**config.mk**
```make
export PLATFORM = sky130hd
export DESIGN_NAME = periodic_task_scheduler
export DESIGN_NICKNAME = d
export VERILOG_FILES = /design/src/rtl/sched_pkg.sv /design/src/rtl/clock_enable_divider.sv /design/src/rtl/periodic_task_scheduler.sv
export SDC_FILE = /design/constraint.sdc
export NUM_CORES = 1
export LEC_CHECK = 0
export ABC_CLOCK_PERIOD_IN_PS = 3550
export CORE_MARGIN = 3
export CORE_UTILIZATION = 56
export DETAILED_ROUTE_END_ITERATION = 8
export HOLD_SLACK_MARGIN = 0.12
export MAX_ROUTING_LAYER = met4
export PLACE_DENSITY = 0.78
export SLEW_MARGIN = 20
export SYNTH_ARGS = -nofsm -noshare
export SYNTH_HDL_FRONTEND = slang
export SYNTH_SLANG_ARGS = --single-unit
```
**constraint.sdc**
```tcl
create_clock -name i_clk_mhz -period 3.55 [get_ports i_clk_mhz]
set_input_delay 0.71 -clock i_clk_mhz [delete_from_list [all_inputs] [get_ports i_clk_mhz]]
set_output_delay 0.71 -clock i_clk_mhz [all_outputs]
set_load 0.1 [all_outputs]
```
**src/rtl/sched_pkg.sv**
```systemverilog
// Shared types and constants for the periodic task scheduler.
// Latency: n/a (declarations only).
// Backpressure: n/a.
package sched_pkg;

  // Grant FSM states
  typedef enum logic [1:0] {
    ST_IDLE      = 2'd0,
    ST_START     = 2'd1,
    ST_WAIT_DONE = 2'd2
  } sched_state_e;

  // Watchdog limit, in cycles spent in WAIT_DONE without the granted task's i_done
  localparam logic [15:0] WD_LIMIT = 16'hFFFF;

endpackage

```
**src/rtl/clock_enable_divider.sv**
```systemverilog
// Divides the source clock enable down to the scheduler tick.
// Latency: o_tick is combinational, high on every par_ce_divisor-th i_ce_mhz pulse.
// Backpressure: none; advances only while i_ce_mhz pulses.
module clock_enable_divider #(
  parameter int par_ce_divisor = 1000
) (
  input  logic i_clk_mhz,
  input  logic i_rst_mhz,
  input  logic i_ce_mhz,
  output logic o_tick
);

  localparam int            CW   = (par_ce_divisor > 1) ? $clog2(par_ce_divisor) : 1;
  localparam logic [CW-1:0] LAST = CW'(par_ce_divisor - 1);

  logic [CW-1:0] cnt_q;
  logic [CW-1:0] cnt_d;

  assign o_tick = i_ce_mhz && (cnt_q == LAST);

  // Advance on each source enable, wrapping after the last pulse of a tick period
  always_comb begin
    cnt_d = cnt_q;
    if (i_ce_mhz) begin
      cnt_d = (cnt_q == LAST) ? '0 : cnt_q + CW'(1);
    end
  end

  // Source-enable pulse counter
  always_ff @(posedge i_clk_mhz) begin
    if (i_rst_mhz) cnt_q <= '0;
    else           cnt_q <= cnt_d;
  end

endmodule

```
**src/rtl/periodic_task_scheduler.sv**
```systemverilog
// Periodic task scheduler: per-task tick counters raise requests, a round-robin FSM grants one at a time.
// Latency: o_start rises 1 cycle after IDLE sees a pending request; consecutive grants are >= 3 cycles apart.
// Backpressure: a grant is held until the granted task's i_done; a request is single-deep, extra ones set o_overrun.
// Build option SCHED_WATCHDOG_EN: 16-bit WAIT_DONE timeout that abandons the grant and flags overrun.
module periodic_task_scheduler
  import sched_pkg::*;
#(
  parameter int par_ce_divisor   = 1000,
  parameter int par_task_count   = 3,
  parameter int par_period_width = 16
) (
  input  logic                                       i_clk_mhz,
  input  logic                                       i_rst_mhz,
  input  logic                                       i_ce_mhz,
  input  logic [par_task_count-1:0]                  i_enable,
  input  logic [par_task_count*par_period_width-1:0] i_period,
  input  logic [par_task_count-1:0]                  i_done,
  output logic [par_task_count-1:0]                  o_start,
  output logic                                       o_busy,
  output logic [2:0]                                 o_grant_idx,
  output logic [par_task_count-1:0]                  o_overrun
);

  localparam int N = par_task_count;
  localparam int W = par_period_width;

  logic         tick;
  logic [W-1:0] cnt_q [N];
  logic [W-1:0] cnt_d [N];
  logic [N-1:0] wrap;
  logic [N-1:0] pending_q, pending_d;
  logic [N-1:0] overrun_q, overrun_d;
  logic [N-1:0] grant_clr;
  logic [N-1:0] start_q;
  logic         busy_q;
  logic [2:0]   grant_q;
  logic [2:0]   sel_idx;
  logic         sel_vld;
  logic         done_hit;
  logic         wd_fire;
  sched_state_e state_q;

  clock_enable_divider #(
    .par_ce_divisor(par_ce_divisor)
  ) u_ce_div (
    .i_clk_mhz(i_clk_mhz),
    .i_rst_mhz(i_rst_mhz),
    .i_ce_mhz (i_ce_mhz),
    .o_tick   (tick)
  );

  // Task counters: count ticks and wrap at max(period,1)-1; a counter already past a
  // shortened period wraps on its next tick
  always_comb begin
    for (int k = 0; k < N; k++) begin
      cnt_d[k] = cnt_q[k];
      wrap[k]  = 1'b0;
      if (!i_enable[k]) begin
        cnt_d[k] = '0;
      end else if (tick) begin
        if (({1'b0, cnt_q[k]} + (W+1)'(1)) >= {1'b0, i_period[k*W +: W]}) begin
          cnt_d[k] = '0;
          wrap[k]  = 1'b1;
        end else begin
          cnt_d[k] = cnt_q[k] + W'(1);
        end
      end
    end
  end

  // Round-robin pick: lowest pending index above the last grant, else lowest at or below it
  always_comb begin
    sel_vld   = 1'b0;
    sel_idx   = grant_q;
    done_hit  = 1'b0;
    grant_clr = '0;
    for (int k = N-1; k >= 0; k--) begin
      if (pending_q[k] && (k <= int'(grant_q))) begin
        sel_vld = 1'b1;
        sel_idx = 3'(k);
      end
    end
    for (int k = N-1; k >= 0; k--) begin
      if (pending_q[k] && (k > int'(grant_q))) begin
        sel_vld = 1'b1;
        sel_idx = 3'(k);
      end
    end
    for (int k = 0; k < N; k++) begin
      done_hit     = done_hit | (i_done[k] && (grant_q == 3'(k)));
      grant_clr[k] = (state_q == ST_IDLE) && sel_vld && (sel_idx == 3'(k));
    end
  end

  // Request bookkeeping: a wrap beats a same-cycle grant clear; wraps on an already
  // requested or currently granted task are recorded as sticky overruns
  always_comb begin
    for (int k = 0; k < N; k++) begin
      if (!i_enable[k])      pending_d[k] = 1'b0;
      else if (wrap[k])      pending_d[k] = 1'b1;
      else if (grant_clr[k]) pending_d[k] = 1'b0;
      else                   pending_d[k] = pending_q[k];
      overrun_d[k] = overrun_q[k]
                   | (wrap[k] && (pending_q[k] || (busy_q && (grant_q == 3'(k)))))
                   | (wd_fire && (grant_q == 3'(k)));
    end
  end

  // Counter, request and overrun state
  always_ff @(posedge i_clk_mhz) begin
    if (i_rst_mhz) begin
      for (int k = 0; k < N; k++) cnt_q[k] <= '0;
      pending_q <= '0;
      overrun_q <= '0;
    end else begin
      for (int k = 0; k < N; k++) cnt_q[k] <= cnt_d[k];
      pending_q <= pending_d;
      overrun_q <= overrun_d;
    end
  end

  // Grant FSM with registered start, busy and grant index
  always_ff @(posedge i_clk_mhz) begin
    if (i_rst_mhz) begin
      state_q <= ST_IDLE;
      grant_q <= 3'(N-1);
      start_q <= '0;
      busy_q  <= 1'b0;
    end else begin
      start_q <= '0;
      case (state_q)
        ST_IDLE: begin
          if (sel_vld) begin
            state_q <= ST_START;
            grant_q <= sel_idx;
            start_q <= grant_clr;
            busy_q  <= 1'b1;
          end
        end
        ST_START: begin
          state_q <= ST_WAIT_DONE;
        end
        ST_WAIT_DONE: begin
          if (done_hit || wd_fire) begin
            state_q <= ST_IDLE;
            busy_q  <= 1'b0;
          end
        end
        default: begin
          state_q <= ST_IDLE;
          busy_q  <= 1'b0;
        end
      endcase
    end
  end

`ifdef SCHED_WATCHDOG_EN
  logic [15:0] wd_cnt_q;

  // Count cycles spent waiting for the granted task's completion
  always_ff @(posedge i_clk_mhz) begin
    if (i_rst_mhz || (state_q != ST_WAIT_DONE)) wd_cnt_q <= '0;
    else                                        wd_cnt_q <= wd_cnt_q + 16'd1;
  end

  // Fires on the 65535th waiting cycle; an i_done on that same cycle still wins
  assign wd_fire = (state_q == ST_WAIT_DONE) && !done_hit && (wd_cnt_q == (WD_LIMIT - 16'd1));
`else
  assign wd_fire = 1'b0;
`endif

  assign o_start     = start_q;
  assign o_busy      = busy_q;
  assign o_grant_idx = grant_q;
  assign o_overrun   = overrun_q;

endmodule
```
==> impl_results.md <==
- Status: completed
- TritonCTS buffer count: 9
- Clock sink total: 73
- Final net count: 825
- Place WS: 179 ps
- Max H-tree Level: 3
- Combinational Power Share: 0.088
- Avg WL per Cell: 14.9 um
- Arrival time at the worst endpoint: 3530 ps
- Worst Setup End Kind: flop
- Post-CTS Hold Buffers: 0
- Multi-input gate area: 0.00335 mm2
- Max Slew Vio Count: 0
- Async S/R FF share, synth: 0
- Fmax: 304 MHz
- Synth top area share: 0.285
- CTS root buffer: clkbuf_8
- Starting Density: 0.581
- Vias in the first global route: 4638
- Rows: 34
- Peak VDD IR: 0.246 mV
- Clock-pin slew on the worst setup and hold paths: 80 ps
- Ant diodes: 0
- Top post-synthesis cells by area: dfxtp_1 29%, ha_1 13%, nand2_1 6.2%, inv_1 4.3%, xnor2_1 4.3%
- Largest area contributor in the netlist: dfxtp_1
- Setup crit start kind: flop
- Pleak: 2.77 nW
- Fin Setup TNS: 0 ps
- GRT Util Overall: 0.250
- Hold Path Stages: 2
- Largest net degree at the start of global routing: 21
- Chip width: 102 um
- Hold Path Class: flop to flop
- Seq/Total Area, Yosys: 0.285
- HPWL reported at the end of detailed placement: 9270 um
- Gr ovfl total: 0
- Number of synthesized flops with an enable pin: 0
- Reg2Reg Capture Point: o_overrun[0]
- Int Power: 1.38 mW
- Global-route wire length before repair: 20600 um
- DR vias/cell: 5.91
- Final setup margin: 259 ps
- Worst-skew pair later-pin latency: 360 ps
- Antenna-violating nets left: 0
- Reg2Reg Setup Slack: 260 ps
- Syn_area_per_cell: 7.88 um2
- Gp weighted congestion: 0.871
- Netlist cell types: 58
- FF+latch area: 0.00146 mm2
- Hold path start: cnt_q[0][12]
- Net Sw Power: 399 uW
- Number of vias in the routed layout: 4902
- Final hold violations: 0
- Area Overhead vs Synth: 20.8%
- Fill cell count: 720
- Worst slew margin: 0.267
- FF-to-FF Start: cnt_q[0][0]
- WHS Endpoint: cnt_q[0][12]
- Worst path required time: 3790 ps
- Yosys warnings: 0
- Unrepaired setup endpoints after global routing: no
- Mapped Area: 0.00512 mm2
- Final min period: 3290 ps
- Share of layout cells above drive strength 1: 0.0693
- Pwr/cell area: 288 mW/mm2
- WP buf/inv: 1
- Switching Fraction: 0.224
- Post-Syn Nets: 759
- Die height: 102 um
- CP max FO: 6
- Critical-path top delay cell: dfxtp_1
- Routed wire length: 12400 um
- Clk_skew: 15.8 ps
- Final count of negative-setup-slack endpoints: 0
- Num ports: 67
- CP top delay family: compound AO/OA/AOI/OAI gates
- Port Buf Inserts: 66
- Full die area: 0.0103 mm2
- Synth Instances: 650
- CTS Buffer Depth: 2
- Clock power frac: 0.450
- Ys flop type: dfxtp_1
- Cell chain of the critical path: ha_1 > and3_1 > nand4_1 > buf_4 > nor2_1 > xor2_1 > ha_1 > a21oi_1 > nand2_1 > a21o_1 > a211oi_4 > nand2_1 > a32o_1
- CTS tree: done
- Sequential fraction of design power: 0.462
- Post-CTS Setup Bufs: 0
- DRC: 0
- Worst Max-Slew Pin Slew: 1090 ps
- First-pass DRT Iterations: 4
- Synth Register Bits: 73
- Starting DRC count in detailed routing: 195
- Setup CP Type: flop to flop
- Max incr delay on CP: 430 ps
- Initial antenna violation count: 0
- Core Footprint: 0.00881 mm2
- Max cap viols: 0
- Period Utilization, post-route: 0.927
- R2R depth: 13
==> synth_stat cells (all sizes together) (12+ instances only) <==
library cell	number
nand2	84
dfxtp	73
inv	59
nor2	55
ha	52
nand3	31
nand4	29
xnor2	25
o21ai	20
a21oi	19
clkbuf	19
xor2	19
a22o	14
o211ai	13
nor3	12
==> metal layers <==
metal | routed length (um) | track usage | vias to the layer above
li1 | - | - | 2468
met1 | 5590 | 0.312 | 2280
met2 | 5990 | 0.411 | 124
met3 | 520 | 0.0393 | 30
met4 | 265 | 0.0838 | 0
met5 | 0 | - | -
==> worst register-to-register path: stages (launching register included) <==
cell and delay [ps]:
dfxtp_1 430, ha_1 280, and3_1 240, nand4_1 130, buf_4 190, nor2_1 120
xor2_1 250, ha_1 300, a21oi_1 130, nand2_1 70, a21o_1 220, a211oi_4 350
nand2_1 230, a32o_1 260
==> cell type report <==
class	instances	area share
clock inverters	6	0.0188
inverters	59	0.0358
well taps	108	0.0219
clock buffers	10	0.0206
multi-input cells	491	0.541
repair buffers	82	0.125
flip-flops and latches	73	0.236
==> worst max path at each step <==
stage / depth (start not counted) / startpoint / endpoint
floorplan: 14 / cnt_q[0][34] / cnt_q[0][43]
global placement: 12 / cnt_q[0][0] / o_overrun[0]
detailed placement: 11 / cnt_q[0][35] / cnt_q[0][39]
CTS: 11 / cnt_q[0][35] / cnt_q[0][39]
global route: 13 / cnt_q[0][16] / cnt_q[0][19]
finish: 13 / cnt_q[0][0] / o_overrun[0]
==> flip-flops by register name, summed over array words and instances, names as in the netlist <==
| name | count |
|---|---|
| o_grant_idx | 3 |
| o_start | 3 |
| o_busy | 1 |
| u_ce_div.cnt_q | 10 |
| cnt_q | 48 |
| pending_q | 3 |
| state_q | 2 |
| o_overrun | 3 |
==> through the flow <==
stage	total power, mW	instances	area [um2]	hold WS, ps	utilization
final	1.78	829	6180	467	0.702
after CTS	1.79	828	6150	468	0.699
after global placement	0.991	812	5910	439	0.671
after global routing	1.84	829	6180	507	0.702
after floorplan	0.913	650	5120	425	-
after detailed placement	0.997	812	5910	450	0.671
==> power groups by stage <==
stage / combinational, mW / clock, mW / sequential [mW]
after detailed placement: 0.155 / 0 / 0.842
after global placement: 0.149 / 0 / 0.842
final: 0.156 / 0.801 / 0.823
after CTS: 0.156 / 0.809 / 0.823
after global routing: 0.172 / 0.847 / 0.823
after floorplan: 0.0711 / 0 / 0.841
==> placed cells by master, fill, tap and decap left out, types with 6 or more instances in the layout <==
master | netlist | layout
a32o_1 | 9 | 9
nor2_1 | 54 | 53
xnor2_1 | 25 | 25
nor3_1 | 10 | 10
a21oi_1 | 19 | 19
nand2_1 | 84 | 84
nor2b_1 | 9 | 9
clkbuf_8 | 0 | 9
buf_4 | 0 | 18
clkdlybuf4s50_1 | 0 | 64
o21ai_0 | 20 | 20
o211ai_1 | 13 | 13
a31oi_1 | 8 | 8
a41o_1 | 9 | 9
nand3_1 | 31 | 30
and3_1 | 7 | 7
dfxtp_1 | 73 | 73
xor2_1 | 19 | 19
a22o_1 | 14 | 14
inv_1 | 59 | 59
nand4_1 | 28 | 28
a21o_1 | 7 | 7
ha_1 | 52 | 52
and4_1 | 6 | 6
==> logic make-up (layout without fill, tap and decap cells) <==
group,Yosys count,after routing,synth area share
simple gates,263,264,0.255
compound gates,127,127,0.182
buf+inv,87,157,0.0670
flops,73,73,0.285
fa+ha+maj,52,52,0.127
xor+xnor,44,44,0.0753
mux,4,4,0.00806
==> timing repair <==
item                                    4_1_cts  5_1_grt
endpoints found under the hold margin         0        0
endpoints found under the setup margin        0       33
gates resized for setup                       0        4
No activity file was read; power rests on OpenSTA's default activity.
